==> src/rtl/sa_drain_ctrl.sv <==
// Result drain controller: captures the full systolic-array result matrix and streams it out
// element by element on a valid/yumi port, then pulses a one-cycle array clear.
// Optional build macro SA_DRAIN_COLMAJOR_EN selects column-major drain order (default row-major).
module sa_drain_ctrl #(
    parameter int width_p        = 32,
    parameter int array_width_p  = 2,
    parameter int array_height_p = 2
) (
    input  logic                                             clk_i,
    input  logic                                             reset_i,
    input  logic                                             en_i,
    input  logic                                             flush_i,
    input  logic [width_p*array_width_p*array_height_p-1:0]  z_i,
    input  logic [array_width_p*array_height_p-1:0]          z_valid_i,
    output logic [array_width_p*array_height_p-1:0]          z_yumi_o,
    output logic                                             clear_o,
    output logic                                             valid_o,
    input  logic                                             yumi_i,
    output logic [width_p-1:0]                               data_o,
    output logic [((array_width_p*array_height_p) > 1 ? $clog2(array_width_p*array_height_p) : 1)-1:0] idx_o,
    output logic                                             last_o,
    output logic                                             busy_o
);

    localparam int N  = array_width_p * array_height_p;
    localparam int CW = (N > 1) ? $clog2(N) : 1;

    localparam logic [2:0]    IDLE_S  = 3'b001;
    localparam logic [2:0]    DRAIN_S = 3'b010;
    localparam logic [2:0]    CLEAR_S = 3'b100;
    localparam logic [CW-1:0] LAST_C  = CW'(N - 1);

    logic [2:0]           state_q, state_d;
    logic [CW-1:0]        cnt_q, cnt_d;
    logic [width_p*N-1:0] buf_q, buf_d;
    logic [width_p-1:0]   data_q, data_d;
    logic [CW-1:0]        idx_q, idx_d;
    logic                 valid_q, valid_d;
    logic                 last_q, last_d;
    logic                 busy_q, busy_d;
    logic                 clear_q, clear_d;
    logic                 capture_s;

    // Map the drain counter to the array element index k it presents.
    function automatic logic [CW-1:0] order_f(input logic [CW-1:0] c);
`ifdef SA_DRAIN_COLMAJOR_EN
        int k;
        k = (int'(c) % array_height_p) * array_width_p + (int'(c) / array_height_p);
        return CW'(k);
`else
        return c;
`endif
    endfunction

    assign capture_s = en_i & (&z_valid_i) & ~flush_i & (state_q == IDLE_S);
    assign z_yumi_o  = {N{capture_s}};

    // Next-state logic for the FSM, drain counter and capture buffer.
    always_comb begin
        state_d = state_q;
        cnt_d   = cnt_q;
        buf_d   = buf_q;
        if (en_i) begin
            case (state_q)
                IDLE_S: begin
                    if (flush_i) begin
                        state_d = CLEAR_S;
                    end else if (capture_s) begin
                        state_d = DRAIN_S;
                        cnt_d   = {CW{1'b0}};
                        buf_d   = z_i;
                    end else begin
                        state_d = IDLE_S;
                    end
                end
                DRAIN_S: begin
                    if (yumi_i && (cnt_q != LAST_C)) begin
                        cnt_d = cnt_q + CW'(1);
                    end else begin
                        cnt_d = cnt_q;
                    end
                    // A coincident yumi still completes its element before the flush.
                    if (flush_i || (yumi_i && (cnt_q == LAST_C))) begin
                        state_d = CLEAR_S;
                    end else begin
                        state_d = DRAIN_S;
                    end
                end
                CLEAR_S: begin
                    state_d = IDLE_S;
                end
                default: begin
                    state_d = IDLE_S;
                end
            endcase
        end else begin
            state_d = state_q;
        end
    end

    // Output registers are computed from next state so outputs come straight off flops.
    always_comb begin
        valid_d = (state_d == DRAIN_S);
        busy_d  = (state_d != IDLE_S);
        clear_d = (state_d == CLEAR_S);
        last_d  = 1'b0;
        idx_d   = {CW{1'b0}};
        data_d  = {width_p{1'b0}};
        if (valid_d) begin
            last_d = (cnt_d == LAST_C);
            idx_d  = order_f(cnt_d);
            data_d = buf_d[int'(idx_d)*width_p +: width_p];
        end else begin
            last_d = 1'b0;
            idx_d  = {CW{1'b0}};
            data_d = {width_p{1'b0}};
        end
    end

    // State, buffer and output registers with synchronous reset.
    always_ff @(posedge clk_i) begin
        if (reset_i) begin
            state_q <= IDLE_S;
            cnt_q   <= {CW{1'b0}};
            buf_q   <= {(width_p*N){1'b0}};
            data_q  <= {width_p{1'b0}};
            idx_q   <= {CW{1'b0}};
            valid_q <= 1'b0;
            last_q  <= 1'b0;
            busy_q  <= 1'b0;
            clear_q <= 1'b0;
        end else begin
            state_q <= state_d;
            cnt_q   <= cnt_d;
            buf_q   <= buf_d;
            data_q  <= data_d;
            idx_q   <= idx_d;
            valid_q <= valid_d;
            last_q  <= last_d;
            busy_q  <= busy_d;
            clear_q <= clear_d;
        end
    end

    assign valid_o = valid_q;
    assign data_o  = data_q;
    assign idx_o   = idx_q;
    assign last_o  = last_q;
    assign busy_o  = busy_q;
    assign clear_o = clear_q;

endmodule

==> config.mk <==
export PLATFORM = sky130hd
export DESIGN_NAME = sa_drain_ctrl
export DESIGN_NICKNAME = d
export VERILOG_FILES = /design/src/rtl/sa_drain_ctrl.sv
export SDC_FILE = /design/constraint.sdc
export NUM_CORES = 1
export LEC_CHECK = 0
export CORE_MARGIN = 3
export CORE_UTILIZATION = 46
export CTS_BUF_LIST = sky130_fd_sc_hd__clkbuf_4 sky130_fd_sc_hd__clkbuf_8
export DETAILED_ROUTE_END_ITERATION = 12
export GPL_TIMING_DRIVEN = 0
export PLACE_DENSITY_LB_ADDON = 0.25
export SETUP_SLACK_MARGIN = 0.3
export SLEW_MARGIN = 30
export SYNTH_ARGS = -nofsm -noshare
export SYNTH_HDL_FRONTEND = slang
export SYNTH_SLANG_ARGS = --single-unit
==> constraint.sdc <==
create_clock -name clk_i -period 3.1 [get_ports clk_i]
set_clock_uncertainty 0.2 [all_clocks]
set_input_delay 0.93 -clock clk_i [delete_from_list [all_inputs] [get_ports clk_i]]
set_output_delay 0.93 -clock clk_i [all_outputs]
set_load 0.03 [all_outputs]
==> flow_summary.rst, run 1 <==
.. list-table::
   :header-rows: 1

   * - Metric
     - Value
   * - Max FO, Critical Path
     - 7
   * - Final clock period utilization by the worst path
     - 1.06
   * - Leading area contributor after synthesis
     - sky130_fd_sc_hd__dfxtp_1
   * - Post-detailed-routing wire length
     - 21.5 mm
   * - Clk Latency, worst-skew pair
     - between 0.4 and 0.5 ns
   * - Worst Slack Setup Final
     - -0.195 ns
   * - Summed instance area of the synthesized netlist
     - 7120 µm²
   * - Count of flip-flops with a built-in enable after synthesis
     - 0
   * - Nature of the critical path startpoint
     - input pin
   * - Input/output buffers
     - 176
   * - Placeable core region
     - 14900 µm²
   * - H-tree levels
     - 4
   * - Clock input transition at the sequential cells of the worst setup and hold paths
     - 0.08 ns
   * - Setup tns final
     - -0.749 ns
   * - Worst hold path type
     - reg -> reg
   * - Count of synthesis-stage warnings from yosys
     - 0
   * - Cell repeated most along the worst path
     - sky130_fd_sc_hd__buf_8
   * - Drt drc
     - 0
   * - Die Area
     - 17000 µm²
   * - Vias after detailed routing
     - around 6600
   * - Die height
     - 130 µm
   * - DP Wirelength
     - 15.4 mm
   * - Post-placement worst setup slack
     - -1.26 ns
   * - Number of fill cells
     - approximately 1300
   * - Final min period
     - 3.29 ns
   * - Initial detailed-routing violation count
     - around 350
   * - CTS Sinks
     - 171
   * - First-pass GRT wire length
     - 32.9 mm
   * - Setup violations, final
     - 4
   * - Slowest-stage cell, CP
     - sky130_fd_sc_hd__and4b_1
   * - Setup repair after global routing missed its margin
     - true
   * - Largest stage delay on the critical path
     - 0.27 ns
   * - Library cell used as clock root buffer
     - sky130_fd_sc_hd__clkbuf_8
   * - Final cell utilization of the core
     - 0.661
   * - Fraction of synthesized cell area taken by the top area cell type
     - 0.481
   * - Worst Max-Slew Pin Slew
     - 0.646 ns
   * - Crit path buffers/inverters
     - 6
   * - Max Buffers Root-to-Sink
     - 2
   * - Max capacitance violation total
     - 0
   * - Share of async-settable or async-resettable flops after synthesis
     - 0
   * - Cell chain of the critical path
     - buf_8 -> and4b_1 -> nand3_1 -> or2_1 -> buf_6 -> clkinv_8 -> clkbuf_16 -> buf_8 -> buf_8
   * - Total grt overflow
     - 0
   * - Non-filler instance count after layout
     - ~1200
   * - Largest net degree at the start of global routing
     - 17
   * - Routed via count divided by cell count
     - 5.36
   * - Dominant register cell in the synthesized netlist
     - sky130_fd_sc_hd__dfxtp_1
   * - Worst slew slack as a fraction of its limit
     - 0.569
   * - Number of max-slew violations in the final report
     - 0
   * - Number of instances in the synthesized netlist
     - 836
   * - Share of cells above drive strength 1
     - 0.148
   * - Synth top area cells
     - sky130_fd_sc_hd__dfxtp_1, sky130_fd_sc_hd__nand2_1, sky130_fd_sc_hd__a21oi_1
   * - Critical path's top delay family
     - buffers and inverters
   * - Initial cell density of the core
     - 0.479
   * - Crit path required time
     - around 2.0 ns
   * - Static leakage
     - about 0.0032 µW
   * - Post-synthesis sequential element count
     - roughly 170
   * - Largest vdd supply drop
     - 0.284 mV
   * - Outcome
     - complete, but fails checks
   * - Clock buffers created by TritonCTS
     - 17
   * - Aggregate global-route resource usage
     - 0.253
   * - Average wire length per cell after detail routing
     - about 17 µm
   * - Category of the worst setup path capture point
     - output pin
   * - Post-layout nets
     - 1178
   * - Number of antenna-violating nets in the routed design
     - 0
   * - Arrival time worst endpoint
     - between 2 and 2.5 ns
   * - Cell variety after synth
     - 35
   * - Classification of the worst setup path
     - in -> out
   * - Power density relative to cell area
     - 428 nW/µm²
   * - Post-Synthesis Mean Instance Area
     - 8.52 µm²
   * - Initial antenna violation count
     - 0
   * - Violations in the final reports
     - setup timing
   * - Post-synthesis sequential area ratio
     - 0.481
   * - Count of placed standard cells including taps
     - 1196
   * - Number of placement rows
     - 44
   * - Final hold violations
     - 0
   * - Die Wd
     - 130 µm
   * - First-pass iteration count of the detailed router
     - 5
   * - Layout-stage area growth over the synthesis result
     - 37.9%
   * - Via count of the first global-routing pass
     - about 6400
   * - Clock tree from TritonCTS
     - built
   * - Synth Net Count
     - 974
   * - Antenna Diode Count
     - 0
   * - Post-layout power
     - 4210 µW
   * - Top Ports
     - 179
   * - Last weighted congestion value of the routability-driven placer
     - 0.881
   * - Maximum frequency from static timing analysis
     - just over 0.3 GHz
through the flow:
step	cell area (µm²)	hold slack (ns)
after floorplan	7200	0.233
after global placement	9190	0.239
after detailed placement	9190	0.244
after CTS	9770	0.256
after global routing	9820	0.276
final	9820	0.254
cells by family (layout without fill, tap and decap cells):
group	after synthesis	in the layout	synth area share
xor gates and xnor gates	1	1	0.00123
DFF	171	171	0.481
and+or+nand+nor	282	282	0.157
buffers and inverters	77	294	0.0499
AOI/OAI and AO/OA	240	240	0.214
muxes	64	64	0.0956
adders and majority gates	1	1	0.00176
timing repair:
action                                  in CTS  in global routing
pin swaps                                    3                  2
resized for setup                           71                 31
endpoints found under the setup margin     143                 93
setup buffers                                9                  0
hold buffers                                 0                  0
worst register-to-register path, cell delays in order, from the launching register on:
cell                       delay (ns)
sky130_fd_sc_hd__dfxtp_1         0.42
sky130_fd_sc_hd__or3b_1          0.39
sky130_fd_sc_hd__or2_1           0.28
sky130_fd_sc_hd__buf_6           0.15
sky130_fd_sc_hd__clkinv_8        0.05
sky130_fd_sc_hd__buf_4           0.18
sky130_fd_sc_hd__a221oi_2        0.08
sky130_fd_sc_hd__or4_4           0.45
sky130_fd_sc_hd__buf_8           0.17
sky130_fd_sc_hd__buf_8           0.17
sky130_fd_sc_hd__a221oi_2        0.21
metal layers:
metal  GRT usage  up-vias  share of wire
met1       0.330     3090           0.44
li1            -     3264              -
met5           0        -              0
met4      0.0998        0          0.026
met2       0.414      225           0.47
met3      0.0512       46          0.065
report_power, final:
group / leakage, µW / total, µW / switching, µW / internal, µW
Sequential: 0.00138 / 2220 / 8.21 / 2210
Combinational: 0.00161 / 308 / 124 / 183
Clock: 0.000212 / 1680 / 839 / 844
Total: 0.00320 / 4210 / 972 / 3240
final cells by class:
| type | count | area, µm² | share of cell area |
|---|---|---|---|
| sequential | 171 | 3420 | 0.349 |
| multi-input combinational | 588 | 3410 | 0.347 |
| timing repair buffer | 185 | 1840 | 0.187 |
| buffer | 73 | 464 | 0.0473 |
| clock buffer | 19 | 262 | 0.0266 |
| tap | 184 | 230 | 0.0234 |
| clock inverter | 13 | 168 | 0.0171 |
| inverter | 4 | 27.5 | 0.00280 |
cell usage after synthesis, types with 3 or more instances:
library cell and number:
sky130_fd_sc_hd__a31oi_1 3, sky130_fd_sc_hd__a221oi_2 29, sky130_fd_sc_hd__buf_6 4, sky130_fd_sc_hd__nor2_1 4, sky130_fd_sc_hd__nand2_1 259, sky130_fd_sc_hd__clkbuf_1 51
sky130_fd_sc_hd__buf_2 10, sky130_fd_sc_hd__o21ai_0 34, sky130_fd_sc_hd__a221oi_1 4, sky130_fd_sc_hd__buf_1 3, sky130_fd_sc_hd__nor2b_1 7, sky130_fd_sc_hd__a21oi_1 166
sky130_fd_sc_hd__mux2i_1 32, sky130_fd_sc_hd__buf_4 5, sky130_fd_sc_hd__dfxtp_1 171, sky130_fd_sc_hd__mux2_2 32, sky130_fd_sc_hd__inv_1 3
sequential cells by signal, summed over array words and instances, names as in the netlist:
signal / cells
state_q: 3
clear_o: 1
busy_o: 1
last_o: 1
cnt_q: 2
idx_o: 2
valid_o: 1
data_o: 32
buf_q: 128
path summary, 6_finish.rpt:
check	slack [ns]	endpoint	cells after the start	from
setup / recovery	-0.19	z_yumi_o[1]	9	flush_i
hold / removal	0.25	buf_q[92]	2	buf_q[92]
setup reg to reg	0.27	data_o[29]	10	state_q[0]
hold reg to reg	0.25	buf_q[92]	2	buf_q[92]
layout by cell type, fill, tap and decap left out, types with 7 or more instances in the layout:
cell type / Yosys / routed
sky130_fd_sc_hd__buf_2: 10 / 8
sky130_fd_sc_hd__clkdlybuf4s50_1: 0 / 166
sky130_fd_sc_hd__o21ai_0: 34 / 34
sky130_fd_sc_hd__clkbuf_2: 0 / 16
sky130_fd_sc_hd__clkbuf_8: 0 / 19
sky130_fd_sc_hd__nand2_1: 259 / 259
sky130_fd_sc_hd__mux2_2: 32 / 32
sky130_fd_sc_hd__a21oi_1: 166 / 166
sky130_fd_sc_hd__a221oi_2: 29 / 30
sky130_fd_sc_hd__nor2b_1: 7 / 7
sky130_fd_sc_hd__buf_4: 5 / 10
sky130_fd_sc_hd__mux2i_1: 32 / 31
sky130_fd_sc_hd__clkbuf_1: 51 / 35
sky130_fd_sc_hd__buf_8: 0 / 14
sky130_fd_sc_hd__dfxtp_1: 171 / 171
Power figures use the tool's default switching activity.
==> inputs of run 2 (changes only) <==
--- a/config.mk
+++ b/config.mk
@@ -5,13 +5,15 @@
 export SDC_FILE = /design/constraint.sdc
 export NUM_CORES = 1
 export LEC_CHECK = 0
+export ABC_CLOCK_PERIOD_IN_PS = 3100
 export CORE_MARGIN = 3
 export CORE_UTILIZATION = 46
 export CTS_BUF_LIST = sky130_fd_sc_hd__clkbuf_4 sky130_fd_sc_hd__clkbuf_8
 export DETAILED_ROUTE_END_ITERATION = 12
 export GPL_TIMING_DRIVEN = 0
+export MAX_ROUTING_LAYER = met4
 export PLACE_DENSITY_LB_ADDON = 0.25
-export SETUP_SLACK_MARGIN = 0.3
+export SETUP_SLACK_MARGIN = 0.4
 export SLEW_MARGIN = 30
 export SYNTH_ARGS = -nofsm -noshare
 export SYNTH_HDL_FRONTEND = slang
==> flow_summary.rst, run 2 (same netlist as run 1, synthesis figures left out) <==
.. list-table::
   :header-rows: 1

   * - Metric
     - Value
   * - Largest reg by FF count
     - buf_q
   * - First-pass iteration count of the detailed router
     - 5 (unchanged)
   * - Cell area after layout
     - 10300 µm² (+4.9%)
   * - Final hold violations
     - 0 (unchanged)
   * - Maximum frequency from static timing analysis
     - 0.308 GHz (+1.3%)
   * - Share of cells above drive strength 1
     - 0.175 (+0.0268)
   * - Vias after detailed routing
     - 6963 (+5.1%)
   * - Clock tree from TritonCTS
     - built
   * - Setup repair after global routing missed its margin
     - true
   * - Worst Max-Slew Pin Slew
     - 0.737 ns (+0.0910 ns)
   * - Top Ports
     - 179 (unchanged)
   * - First-pass GRT wire length
     - 35.3 mm (+7.4%)
   * - Final cell utilization of the core
     - 0.693 (+0.0327)
   * - Die Wd
     - 130 µm (unchanged)
   * - Die Area
     - 17000 µm² (unchanged)
   * - Post-layout power
     - 4330 µW (+3.0%)
   * - Classification of the worst setup path
     - in -> out
   * - Worst Slack Setup Final
     - -0.151 ns (+0.0438 ns)
   * - Post-layout nets
     - 1195 (+1.4%)
   * - Clock input transition at the sequential cells of the worst setup and hold paths
     - 0.08 ns (about the same)
   * - Post-detailed-routing wire length
     - 23.4 mm (+8.7%)
   * - Most frequent cells in the layout
     - sky130_fd_sc_hd__nand2_1, sky130_fd_sc_hd__dfxtp_1, sky130_fd_sc_hd__clkdlybuf4s50_1
   * - Max FFs per register
     - 128 (unchanged)
   * - Violations in the final reports
     - setup timing
   * - DP Wirelength
     - 15.4 mm (+0.52%)
   * - Number of placement rows
     - 44 (unchanged)
   * - Total grt overflow
     - 0 (unchanged)
   * - Average wire length per cell after detail routing
     - 18.7 µm (+7.3%)
   * - Largest net degree at the start of global routing
     - 17 (unchanged)
   * - Static leakage
     - 0.00342 µW (+6.9%)
   * - Category of the worst setup path capture point
     - output pin
   * - Number of antenna-violating nets in the routed design
     - 0 (unchanged)
   * - Final min period
     - 3.25 ns (-0.0438 ns)
   * - Initial detailed-routing violation count
     - 537 (+54%)
   * - Initial cell density of the core
     - 0.479 (unchanged)
   * - Placeable core region
     - 14900 µm² (unchanged)
   * - Setup violations, final
     - 4 (unchanged)
   * - Clock buffers created by TritonCTS
     - 17 (unchanged)
   * - CTS Sinks
     - 171 (unchanged)
   * - Arrival time worst endpoint
     - 2.12 ns (-0.04 ns)
   * - Initial antenna violation count
     - 0 (unchanged)
   * - Clk Latency, worst-skew pair
     - 0.47 ns (about the same)
   * - Die height
     - 130 µm (unchanged)
   * - Post-placement worst setup slack
     - -1.22 ns (+0.0439 ns)
   * - Max Buffers Root-to-Sink
     - 2 (unchanged)
   * - Largest vdd supply drop
     - 0.278 mV (-1.8%)
   * - Worst slew slack as a fraction of its limit
     - 0.508 (-0.0606)
   * - Library cell used as clock root buffer
     - sky130_fd_sc_hd__clkbuf_8
   * - Via count of the first global-routing pass
     - 6738 (+5.4%)
   * - Worst hold path type
     - reg -> reg
   * - Max capacitance violation total
     - 0 (unchanged)
   * - Aggregate global-route resource usage
     - 0.278 (+0.0247)
   * - H-tree levels
     - 4 (unchanged)
   * - Cell Area, Placed
     - 9230 µm² (+0.38%)
   * - Number of max-slew violations in the final report
     - 0 (unchanged)
   * - Drt drc
     - 0 (unchanged)
   * - Nature of the critical path startpoint
     - input pin
   * - Max FO, Critical Path
     - 5 (-2)
   * - Antenna Diode Count
     - 0 (unchanged)
   * - Crit path required time
     - 1.97 ns (about the same)
   * - Layout-stage area growth over the synthesis result
     - 44.7%
   * - Last weighted congestion value of the routability-driven placer
     - 0.882 (about the same)
   * - Power density relative to cell area
     - 421 nW/µm² (-1.8%)
   * - Input/output buffers
     - 176 (unchanged)
   * - Commonest non-fill, non-tap cell in the layout
     - sky130_fd_sc_hd__nand2_1
   * - Outcome
     - complete, but fails checks
   * - Final clock period utilization by the worst path
     - 1.05 (-0.0141)
   * - Routed via count divided by cell count
     - 5.56 (+3.8%)
## run 2: area by class of cell
| type | count | area [µm²] |
|---|---|---|
| fillers | 1190 | 4560 |
| multi-input cells | 588 | 3520 |
| flip-flops and latches | 171 | 3420 |
| repair buffers | 204 | 2090 |
| plain buffers | 71 | 563 |
| clock buffers | 24 | 318 |
| well taps | 184 | 230 |
| clock inverters | 7 | 135 |
| inverters | 4 | 27.5 |
## run 2: report_power, final
group          switching (µW)  internal (µW)
Clock                     799            997
Combinational             134            189
Sequential               8.32           2210
Total                     941           3390
## run 2: per-stage QoR
step | hold WS (ns) | TNS [ns] | std cells
3_3_place_gp | 0.240 | -82.24 | 1196
6_report | 0.257 | -0.600 | 1253
2_1_floorplan | 0.233 | 0 | 836
3_5_place_dp | 0.246 | -84.05 | 1196
4_1_cts | 0.258 | -0.671 | 1250
5_1_grt | 0.274 | -0.751 | 1253
## run 2: final timing paths
check,startpoint,end,slack (ns),cells after the start
setup reg to reg,state_q[2],data_o[3],0.22,12
setup / recovery,flush_i,z_yumi_o[2],-0.15,9
hold / removal,buf_q[51],buf_q[51],0.26,2
hold reg to reg,buf_q[51],buf_q[51],0.26,2
## run 2: metal layers
metal / vias to the layer above / global-route usage / share of wire
li1: 3306 / - / -
met1: 3349 / 0.364 / 0.45
met2: 269 / 0.441 / 0.47
met3: 39 / 0.0533 / 0.066
met4: 0 / 0.0829 / 0.017
met5: - / - / 0
## run 2: what timing repair did
item,in CTS,in global routing
cloned,4,0
setup endpoints to repair,165,129
hold buffers,0,0
resized for setup,104,63
pin swaps,3,1
setup buffers,21,3
## run 2: critical path, stage by stage
cell                        delay (ns)
sky130_fd_sc_hd__buf_8            0.09
sky130_fd_sc_hd__and4b_1          0.25
sky130_fd_sc_hd__nand3_1          0.08
sky130_fd_sc_hd__or2_1            0.24
sky130_fd_sc_hd__buf_6            0.14
sky130_fd_sc_hd__clkinv_8         0.04
sky130_fd_sc_hd__clkbuf_16        0.14
sky130_fd_sc_hd__buf_8            0.09
sky130_fd_sc_hd__buf_8            0.11
==> inputs of run 3 (changes only) <==
--- a/config.mk
+++ b/config.mk
@@ -6,6 +6,7 @@
 export NUM_CORES = 1
 export LEC_CHECK = 0
 export ABC_CLOCK_PERIOD_IN_PS = 3100
+export CAP_MARGIN = 15
 export CORE_MARGIN = 3
 export CORE_UTILIZATION = 46
 export CTS_BUF_LIST = sky130_fd_sc_hd__clkbuf_4 sky130_fd_sc_hd__clkbuf_8
==> results of run 3 <==
No change in the layout: final DEF, timing and power equal those of run 2.
